[config.mk]
export PLATFORM = sky130hd
export DESIGN_NAME = fifo_wr_ctrl
export DESIGN_NICKNAME = d
export VERILOG_FILES = /design/src/rtl/fifo_wr_ctrl_pkg.sv /design/src/rtl/fifo_wr_ctrl_ptr_sync.sv /design/src/rtl/fifo_wr_ctrl.sv
export SDC_FILE = /design/constraint.sdc
export NUM_CORES = 1
export LEC_CHECK = 0
export CAP_MARGIN = 20
export CORE_ASPECT_RATIO = 1.1
export CORE_UTILIZATION = 61
export CTS_CLUSTER_SIZE = 14
export DETAILED_ROUTE_END_ITERATION = 8
export DONT_BUFFER_PORTS = 1
export PLACE_DENSITY = 0.88
export SLEW_MARGIN = 10
export SYNTH_ARGS = -nofsm -noshare
export SYNTH_HDL_FRONTEND = slang
export SYNTH_SLANG_ARGS = --single-unit
[constraint.sdc]
create_clock -name wr_clk -period 2.42 [get_ports wr_clk]
set_input_delay 0.121 -clock wr_clk [delete_from_list [all_inputs] [get_ports wr_clk]]
set_output_delay 0.121 -clock wr_clk [all_outputs]
set_load 0.03 [all_outputs]
[src/rtl/fifo_wr_ctrl_pkg.sv]
// Shared FIFO geometry and pointer encoding, used by both the write- and read-side controllers
// so that the two clock domains agree on the Gray code.
package fifo_wr_ctrl_pkg;

    localparam int DEF_ADDR_WIDTH = 3;
    localparam int DEF_DATA_WIDTH = 32;
    localparam int DEF_RAM_SIZE   = 1 << DEF_ADDR_WIDTH;

    // Conversions work on zero-extended 32-bit values; callers cast back to pointer width.
    function automatic logic [31:0] bin2gray(input logic [31:0] bin);
        return bin ^ (bin >> 1);
    endfunction

    function automatic logic [31:0] gray2bin(input logic [31:0] gray);
        logic [31:0] bin;
        bin[31] = gray[31];
        for (int i = 30; i >= 0; i--) begin
            bin[i] = bin[i+1] ^ gray[i];
        end
        return bin;
    endfunction

endpackage

[src/rtl/fifo_wr_ctrl_ptr_sync.sv]
// Two-flop synchroniser for a Gray-coded pointer crossing into the local clock domain.
module ptr_sync #(
    parameter int WIDTH = 4
) (
    input  logic             clk_i,
    input  logic             rst_n_i,
    input  logic [WIDTH-1:0] d_i,
    output logic [WIDTH-1:0] q_o
);

    logic [WIDTH-1:0] sync1_q;
    logic [WIDTH-1:0] sync2_q;

    always_ff @(posedge clk_i or negedge rst_n_i) begin
        if (!rst_n_i) begin
            sync1_q <= '0;
            sync2_q <= '0;
        end else begin
            sync1_q <= d_i;
            sync2_q <= sync1_q;
        end
    end

    assign q_o = sync2_q;

endmodule

[src/rtl/fifo_wr_ctrl.sv]
// Write side of the router input-buffer async FIFO: upstream handshake, RAM write port,
// binary/Gray write pointer and full/occupancy from the synchronised read pointer.
module fifo_wr_ctrl
    import fifo_wr_ctrl_pkg::*;
#(
    parameter int ADDR_WIDTH = DEF_ADDR_WIDTH,
    parameter int DATA_WIDTH = DEF_DATA_WIDTH,
    parameter int RAM_SIZE   = DEF_RAM_SIZE
) (
    input  logic                  wr_clk,
    input  logic                  rst_n,
    input  logic                  in_valid,
    input  logic [DATA_WIDTH-1:0] in_data,
    output logic                  in_ready,
    input  logic [ADDR_WIDTH:0]   rd_ptr_gray,
    output logic                  wr_en,
    output logic [ADDR_WIDTH-1:0] wr_addr,
    output logic [DATA_WIDTH-1:0] wr_data,
    output logic [ADDR_WIDTH:0]   wr_ptr_gray,
    output logic                  full,
    output logic                  almost_full,
    output logic [ADDR_WIDTH:0]   wr_count
);

    localparam int PTR_W = ADDR_WIDTH + 1;

    logic [PTR_W-1:0] wr_ptr_bin_q;
    logic [PTR_W-1:0] wr_ptr_bin_d;
    logic [PTR_W-1:0] wr_ptr_gray_q;
    logic [PTR_W-1:0] wr_ptr_gray_d;
    logic [PTR_W-1:0] rd_sync2;
    logic [PTR_W-1:0] rd_full_gray;
    logic [PTR_W-1:0] rd_bin;
    logic             full_q;
    logic             full_d;
    logic             init_done_q;
    logic             xfer;

    ptr_sync #(
        .WIDTH (PTR_W)
    ) u_rd_sync (
        .clk_i   (wr_clk),
        .rst_n_i (rst_n),
        .d_i     (rd_ptr_gray),
        .q_o     (rd_sync2)
    );

    assign in_ready = init_done_q & ~full_q;
    assign xfer     = in_valid & in_ready;

    always_comb begin
        wr_ptr_bin_d = wr_ptr_bin_q;
        if (xfer) begin
            wr_ptr_bin_d = wr_ptr_bin_q + PTR_W'(1);
        end
        wr_ptr_gray_d = PTR_W'(bin2gray(32'(wr_ptr_bin_d)));
        // Full when the writer is exactly one lap ahead: top two Gray bits inverted, rest equal.
        rd_full_gray  = {~rd_sync2[PTR_W-1 -: 2], rd_sync2[PTR_W-3:0]};
        full_d        = (wr_ptr_gray_d == rd_full_gray);
        rd_bin        = PTR_W'(gray2bin(32'(rd_sync2)));
    end

    always_ff @(posedge wr_clk or negedge rst_n) begin
        if (!rst_n) begin
            wr_ptr_bin_q  <= '0;
            wr_ptr_gray_q <= '0;
            full_q        <= 1'b0;
            init_done_q   <= 1'b0;
        end else begin
            wr_ptr_bin_q  <= wr_ptr_bin_d;
            wr_ptr_gray_q <= wr_ptr_gray_d;
            full_q        <= full_d;
            init_done_q   <= 1'b1;
        end
    end

    assign wr_en       = xfer;
    assign wr_addr     = wr_ptr_bin_q[ADDR_WIDTH-1:0];
    assign wr_data     = in_data;
    assign wr_ptr_gray = wr_ptr_gray_q;
    assign full        = full_q;
    // Stale read pointer makes this an upper bound on the true occupancy.
    assign wr_count    = wr_ptr_bin_q - rd_bin;
    assign almost_full = (wr_count >= PTR_W'(RAM_SIZE - 1));

endmodule
==> out/results.tsv, run 1 <==
metric	value	unit
status	finished, violations left	
CORE AREA	1610	sq um
I/O Pins	86	
DR iter-0 viols	3	
worst path required time	2.30	ns
Max Freq	0.411	GHz
largest stage delay on the critical path	0.45	ns
reg2reg end	full	
Die X	42.3	um
post-synthesis net count	146	
H-tree levels	1	
# DRC	0	
Inserted Clock Buffers	3	
period utilisation layout	1.01	
initial antenna violation count	0	
clk buf depth	2	
clock skew	0.00931	ns
root buffer cell	clkbuf_4	
CP Cell Sequence	xnor2_2 > xor2_2 > xnor2_1 > ha_2 > fa_2 > inv_2 > nand3_2 > o21ai_4	
maximum vdd ir drop	825	uV
post-synth top area share	0.390	
Syn Inst Count	102	
largest net degree at the start of global routing	18	
CTS tree	done	
Total Nets Final	135	
final core occ	0.676	
WHS Path Cells	2	
die area	1960	sq um
Die H	46.4	um
Area after DPL	928	sq um
FF+latch count, synth	17	
Antenna Nets Post-Route	0	
Post-synth ARST share	1.00	
number of global-route vias before repair	585	
slew of the pin with the lowest slew margin	0.711	ns
RSZ-0062 raised after global routing	yes	
min-delay worst type	input pin to register	
Yosys warning count	0	
placed cell count	93	
Synth Cell Area	1090	sq um
Power Total	1750	uW
simple-gate share of the synthesized area	0.0837	
Main synth FF type	dfrtp_1	
Pre-antenna DRT Iters	4	
R2R Path Start	wr_ptr_bin_q[1]	
largest family of logic cells by synthesized area	buffers and inverters	
hpwl dp	1170	um
Final Worst Setup Slack	-0.0124	ns
FP Rows	15	
Worst setup SP type	register	
crit path buf inv count	1	
PwrDens	1610	nW/um^2
I/O Buffers	0	
crit path max fanout	2	
failing checks	setup timing	
Slew Limit Fails	0	
Mean Syn Cell Area	10.7	sq um
Inserted Diodes	0	
DR vias	608	
Leak Pwr	0.000523	uW
Synth cell types	26	
crit path time final	2.43	ns
FF-to-FF path depth	5	
Synth Area in Compound Gates	0.0482	
layout cells sized above 1	0.356	
Hold WS	0.167	ns
max-cap violations	0	
Synth Area in XOR/XNOR	0.150	
Slew Limit Headroom	0.525	
Synth area leader	dfrtp_1	
WS Path Type	register to output pin	
WL final	1720	um
Final Hold Viols	0	
Worst path top cell family by delay	adder cells	
EDFF count, synth	0	
clk_lat worst skew	0.29	ns
Post-Synth Adder-Cell Area	0.0642	
Non-Filler Instances	107	
crit path capture type	output pin	
first-pass GRT wire length	2480	um
GRT overflow	0	
Finished Cell Area	1090	sq um
multiplexer area fraction after synthesis	0.00917	
area grow syn2layout	0.000367	%
R2R Setup Slk	0.61	ns
WL/cell	16.1	um
Setup-failing EPs final	1	
sequential share of the synthesized area	0.390	
Worst-path clk slew	0.10	ns
CTS sink cnt	17	
GRT Util Overall	0.168	
vias per std cell	5.68	
Synth area leaders	dfrtp_1 (39%), buf_4 (22%), xnor2_1 (8.8%)	
Hold Startpoint	in_valid	
Worst Hold End	wr_ptr_bin_q[1]	
Data arrival, critical path	2.31	ns
Final Wtd Congestion	0.818	
Initial Util	0.676	
Slowest cell on crit path	fa_2	
final cells by class:
type / count / area [sq um]
Multi-Input combinational cell: 44 / 450
Clock inverter: 1 / 5.00
Fill cell: 117 / 523
Tap cell: 17 / 21.3
Inverter: 9 / 33.8
Timing Repair Buffer: 16 / 133
Clock buffer: 3 / 22.5
Sequential cell: 17 / 425
flip-flops by register name (all words and copies together) (netlist names):
signal / count
init_done_q: 1
wr_ptr_gray: 3
u_rd_sync.sync1_q: 4
wr_ptr_bin_q: 4
full: 1
u_rd_sync.q_o: 4
cell usage after synthesis, types with 2 or more instances:
library cell and instances:
xnor2_2 2, o211a_1 2, dfrtp_1 17, xnor2_1 11, buf_4 32, xor2_1 4, ha_1 4, nand4b_1 2
o21ai_0 3, inv_1 9
power breakdown:
group / internal (uW) / switching (uW)
Clock: 61.4 / 87.9
Combinational: 465 / 609
Sequential: 360 / 170
layer usage:
layer / vias to the layer above / wire, um / part of all wire / track usage
met4: 0 / 23 / 0.013 / 0.0938
met1: 290 / 697 / 0.40 / 0.203
met5: - / 0 / 0 / 0
li1: 264 / - / - / -
met3: 10 / 137 / 0.080 / 0.0392
met2: 44 / 864 / 0.50 / 0.280
kinds of logic after synthesis:
kind of cell,Yosys count
and+or+nand+nor,12
AOI/OAI and AO/OA,8
adders and majority gates,5
buffers and inverters,41
muxes,1
DFF,17
xor gates and xnor gates,17
other,1
cell usage in the layout, fill, tap and decap left out, drive strengths merged, types with 2 or more instances in the layout:
cell,Yosys,final
inv,9,9
ha,4,4
dlygate4sd3,0,5
clkbuf,0,3
o21ai,4,4
nand3,2,2
dfrtp,17,17
xor2,4,4
o211a,2,2
xnor2,13,13
buf,32,11
nand4b,2,2
stage by stage:
| step | setup WS, ns | setup TNS (ns) |
|---|---|---|
| 4_1_cts | 0.00268 | 0 |
| 2_1_floorplan | 0.0411 | 0 |
| 3_5_place_dp | 0.171 | 0 |
| 5_1_grt | -0.101 | -0.210 |
| 3_3_place_gp | 0.286 | 0 |
| 6_report | -0.0124 | -0.0124 |
worst reg2reg max path, cell delays in order, from the launching register on:
cell and delay (ns):
dfrtp_1 0.64, ha_1 0.29, nand4b_1 0.22, xnor2_2 0.21, o211a_1 0.13, o211a_1 0.21
worst max path at each step:
stage | start | end | cells past startpoint
global placement | u_rd_sync.q_o[3] | almost_full | 8
detailed placement | u_rd_sync.q_o[3] | almost_full | 8
finish | u_rd_sync.q_o[3] | almost_full | 8
global route | u_rd_sync.q_o[3] | almost_full | 9
CTS | u_rd_sync.q_o[2] | almost_full | 8
floorplan | u_rd_sync.q_o[3] | almost_full | 8
repair_timing:
item	4_1_cts	5_1_grt
setup buffers	4	1
pin swaps	3	5
hold endpoints to repair	21	0
hold buffers	5	0
resized for setup	3	9
setup endpoints to repair	4	4
(Power assumes the default switching activity.)
==> run 2, diff against run 1 <==
--- a/config.mk
+++ b/config.mk
@@ -5,6 +5,7 @@
 export SDC_FILE = /design/constraint.sdc
 export NUM_CORES = 1
 export LEC_CHECK = 0
+export ABC_AREA = 1
 export CAP_MARGIN = 20
 export CORE_ASPECT_RATIO = 1.1
 export CORE_UTILIZATION = 61
==> run 2 against run 1 <==
Effect of this change: the flow now finishes without violations; non-clock buffer count down 4; design area down 0.23%; sequential share of layout area up 0.090 points; synthesized cell count up 32%; global-route usage up 4.1 points; sequential power down 3%; sequential cell count unchanged; worst setup slack better by 0.055 ns; largest cell class unchanged; highest routed layer unchanged.
==> out/results.tsv, run 2 <==
metric	value	unit	change
crit path time final	2.38	ns	-0.0547 ns
GRT overflow	0		unchanged
min-delay worst type	input pin to register		
Die H	47.3	um	+2.0%
first-pass GRT wire length	3110	um	+26%
Synth area leader	dfrtp_1		
# DRC	0		unchanged
CTS sink cnt	17		unchanged
register area	425	sq um	unchanged
layout cells sized above 1	0.193		-0.162
crit path capture type	output pin		
hpwl dp	1640	um	+40%
Worst setup SP type	register		
crit path buf inv count	1		unchanged
Synth area leaders	dfrtp_1 (37%), buf_4 (21%), nand2_1 (11%)		
R2R Setup Slk	0.63	ns	+0.02 ns
I/O Pins	86		unchanged
status	finished, final reports clean		
Post-synth ARST share	1.00		unchanged
FF-to-FF path depth	10		+5
area of the multi-input gates	447	sq um	-0.83%
commonest non-fill, non-tap cell in the layout	nand2_1		
Synth top cells by count	nand2_1 (33), buf_4 (32), dfrtp_1 (17), inv_1 (14), nand3_1 (9)		
post-synthesis net count	179		+23%
Syn Inst Count	135		+32%
Synth cell types	21		-19%
area grow syn2layout	-4.29	%	
die area	2040	sq um	+4.0%
sequential share of the synthesized area	0.374		-0.0159
Mean Syn Cell Area	8.42	sq um	-21%
Main synth FF type	dfrtp_1		
fill cell total of the finished layout	147		+26%
R2R Path Start	full		
EDFF count, synth	0		unchanged
Antenna Nets Post-Route	0		unchanged
CTS tree	done		
largest stage delay on the critical path	0.53	ns	+0.08 ns
most frequent cells in the layout	nand2_1 (33), dfrtp_1 (17), inv_1 (13), nand3_1 (9), buf_4 (6)		
vias per std cell	5.67		-0.19%
CP Cell Sequence	xnor2_2 > xor2_2 > xor2_1 > ha_2 > fa_2 > inv_2 > a31o_4		
Slew Limit Fails	0		unchanged
Final Hold Viols	0		unchanged
Inserted Clock Buffers	3		unchanged
period utilisation layout	0.983		-0.0226
maximum vdd ir drop	698	uV	-15%
Synth Cell Area	1140	sq um	+4.2%
Total Nets Final	164		+21%
reg2reg end	full		
Inserted Diodes	0		unchanged
slew of the pin with the lowest slew margin	0.692	ns	-0.0185 ns
WL/cell	15.0	um	-7.0%
Initial Util	0.646		-0.0304
RSZ-0062 raised after global routing	yes		
clk_lat worst skew	0.27	ns	-0.02 ns
Critical path origin	u_rd_sync.q_o[2]		
most common cell in the netlist	nand2_1		
root buffer cell	clkbuf_4		
Die X	43.2	um	+2.0%
Data arrival, critical path	2.26	ns	-0.05 ns
WL final	2050	um	+19%
Non-Filler Instances	137		+28%
Slowest cell on crit path	fa_2		
clock skew	0.00102	ns	-0.00829 ns
CORE AREA	1760	sq um	+9.1%
largest net degree at the start of global routing	18		unchanged
GRT Util Overall	0.209		+0.0412
Final Wtd Congestion	0.820		+0.24%
Setup TNS	0	ns	+0.0124 ns
PwrDens	1470	nW/um^2	-8.2%
initial antenna violation count	0		unchanged
Worst-path clk slew	0.08	ns	-0.02 ns
Slew Limit Headroom	0.537		+0.0124
clk buf depth	2		unchanged
H-tree levels	1		unchanged
WP depth	7		-1
number of global-route vias before repair	782		+34%
DR vias	777		+28%
Leak Pwr	0.000564	uW	+7.7%
Worst path top cell family by delay	adder cells		
max-cap violations	0		unchanged
placed cell count	126		+35%
Max Freq	0.421	GHz	+2.3%
worst path required time	2.30	ns	about the same
Pre-antenna DRT Iters	4		unchanged
Setup-failing EPs final	0		-1
Worst setup endpoint	almost_full		
WS Path Type	register to output pin		
FP Rows	16		+1
I/O Buffers	0		unchanged
DR iter-0 viols	9		+6
post-synth top area share	0.374		-0.0159
FF+latch count, synth	17		unchanged
Yosys warning count	0		unchanged
crit path max fanout	2		unchanged
-- run 2: changes by cell type after synthesis, moves of 2 or more --
cell	change
xnor2_2	-2
o211a_1	-2
nand2_2	+2
nand4_1	+4
nand2_1	+33
nand4b_1	-2
xnor2_1	-8
nand3_1	+8
inv_1	+5
-- run 2: worst register-to-register path: cells and delay by family (launching register included) --
kind          cells  cell delay [ns]
buf+inv           3             0.47
flops             1             0.52
simple gates      7             0.73
-- run 2: worst min-delay path by stage --
| stage | start | endpoint | slack, ns | depth (start not counted) |
|---|---|---|---|---|
| 4_1_cts | in_valid | wr_ptr_bin_q[0] | 0.05 | 2 |
| 2_1_floorplan | rst_n | full | -0.17 | 0 |
| 3_3_place_gp | rst_n | wr_ptr_gray[2] | -0.17 | 0 |
| 5_1_grt | in_valid | wr_ptr_bin_q[0] | 0.08 | 2 |
| 6_report | in_valid | wr_ptr_bin_q[0] | 0.07 | 2 |
| 3_5_place_dp | rst_n | wr_ptr_gray[2] | -0.17 | 0 |
-- run 2: report_power, final --
group	internal, uW	total (uW)	switching, uW
clock network	63.8	136	71.9
logic	347	956	609
registers	350	513	163
total	760	1610	845
-- run 2: area by class of cell --
| type | instances | area share |
|---|---|---|
| multi-input combinational | 70 | 0.410 |
| sequential | 17 | 0.391 |
| inverter | 16 | 0.0563 |
| timing repair buffer | 12 | 0.0977 |
| tap | 18 | 0.0207 |
| clock buffer | 4 | 0.0241 |
-- run 2: metal layers --
| layer | share of wire | routed length [um] | GRT usage |
|---|---|---|---|
| met1 | 0.32 | 650 | 0.187 |
| met2 | 0.58 | 1190 | 0.406 |
| met3 | 0.088 | 180 | 0.0538 |
| met4 | 0.013 | 27 | 0.158 |
| met5 | 0 | 0 | 0 |
-- run 2: what timing repair did --
item / CTS / global route
pin swaps: 4 / 1
setup endpoints to repair: 3 / 3
hold endpoints to repair: 21 / 0
gates resized for setup: 4 / 3
hold buffers: 5 / 0
setup buffers: 2 / 0
-- run 2: cells by family after synthesis --
logic type	count (synthesis)	share of synthesized area
flip-flops	17	0.374
other	1	0.00330
buffers and inverters	48	0.265
AO/OA/AOI/OAI	5	0.0253
adder cells (fa/ha/maj)	5	0.0616
XOR/XNOR	7	0.0539
AND/OR/NAND/NOR	52	0.217
-- run 2: metrics by stage --
stage	total power (uW)	cell area [sq um]	setup slack, ns	hold WS, ns	utilization
after detailed placement	1390	965	0.0910	-0.174	0.548
final	1610	1090	0.0423	0.0726	0.618
after CTS	1590	1080	0.00781	0.0532	0.612
after global placement	1350	965	0.237	-0.174	0.548
after global routing	1710	1090	-0.0546	0.0763	0.618
after floorplan	1270	1140	0.0368	-0.175	-
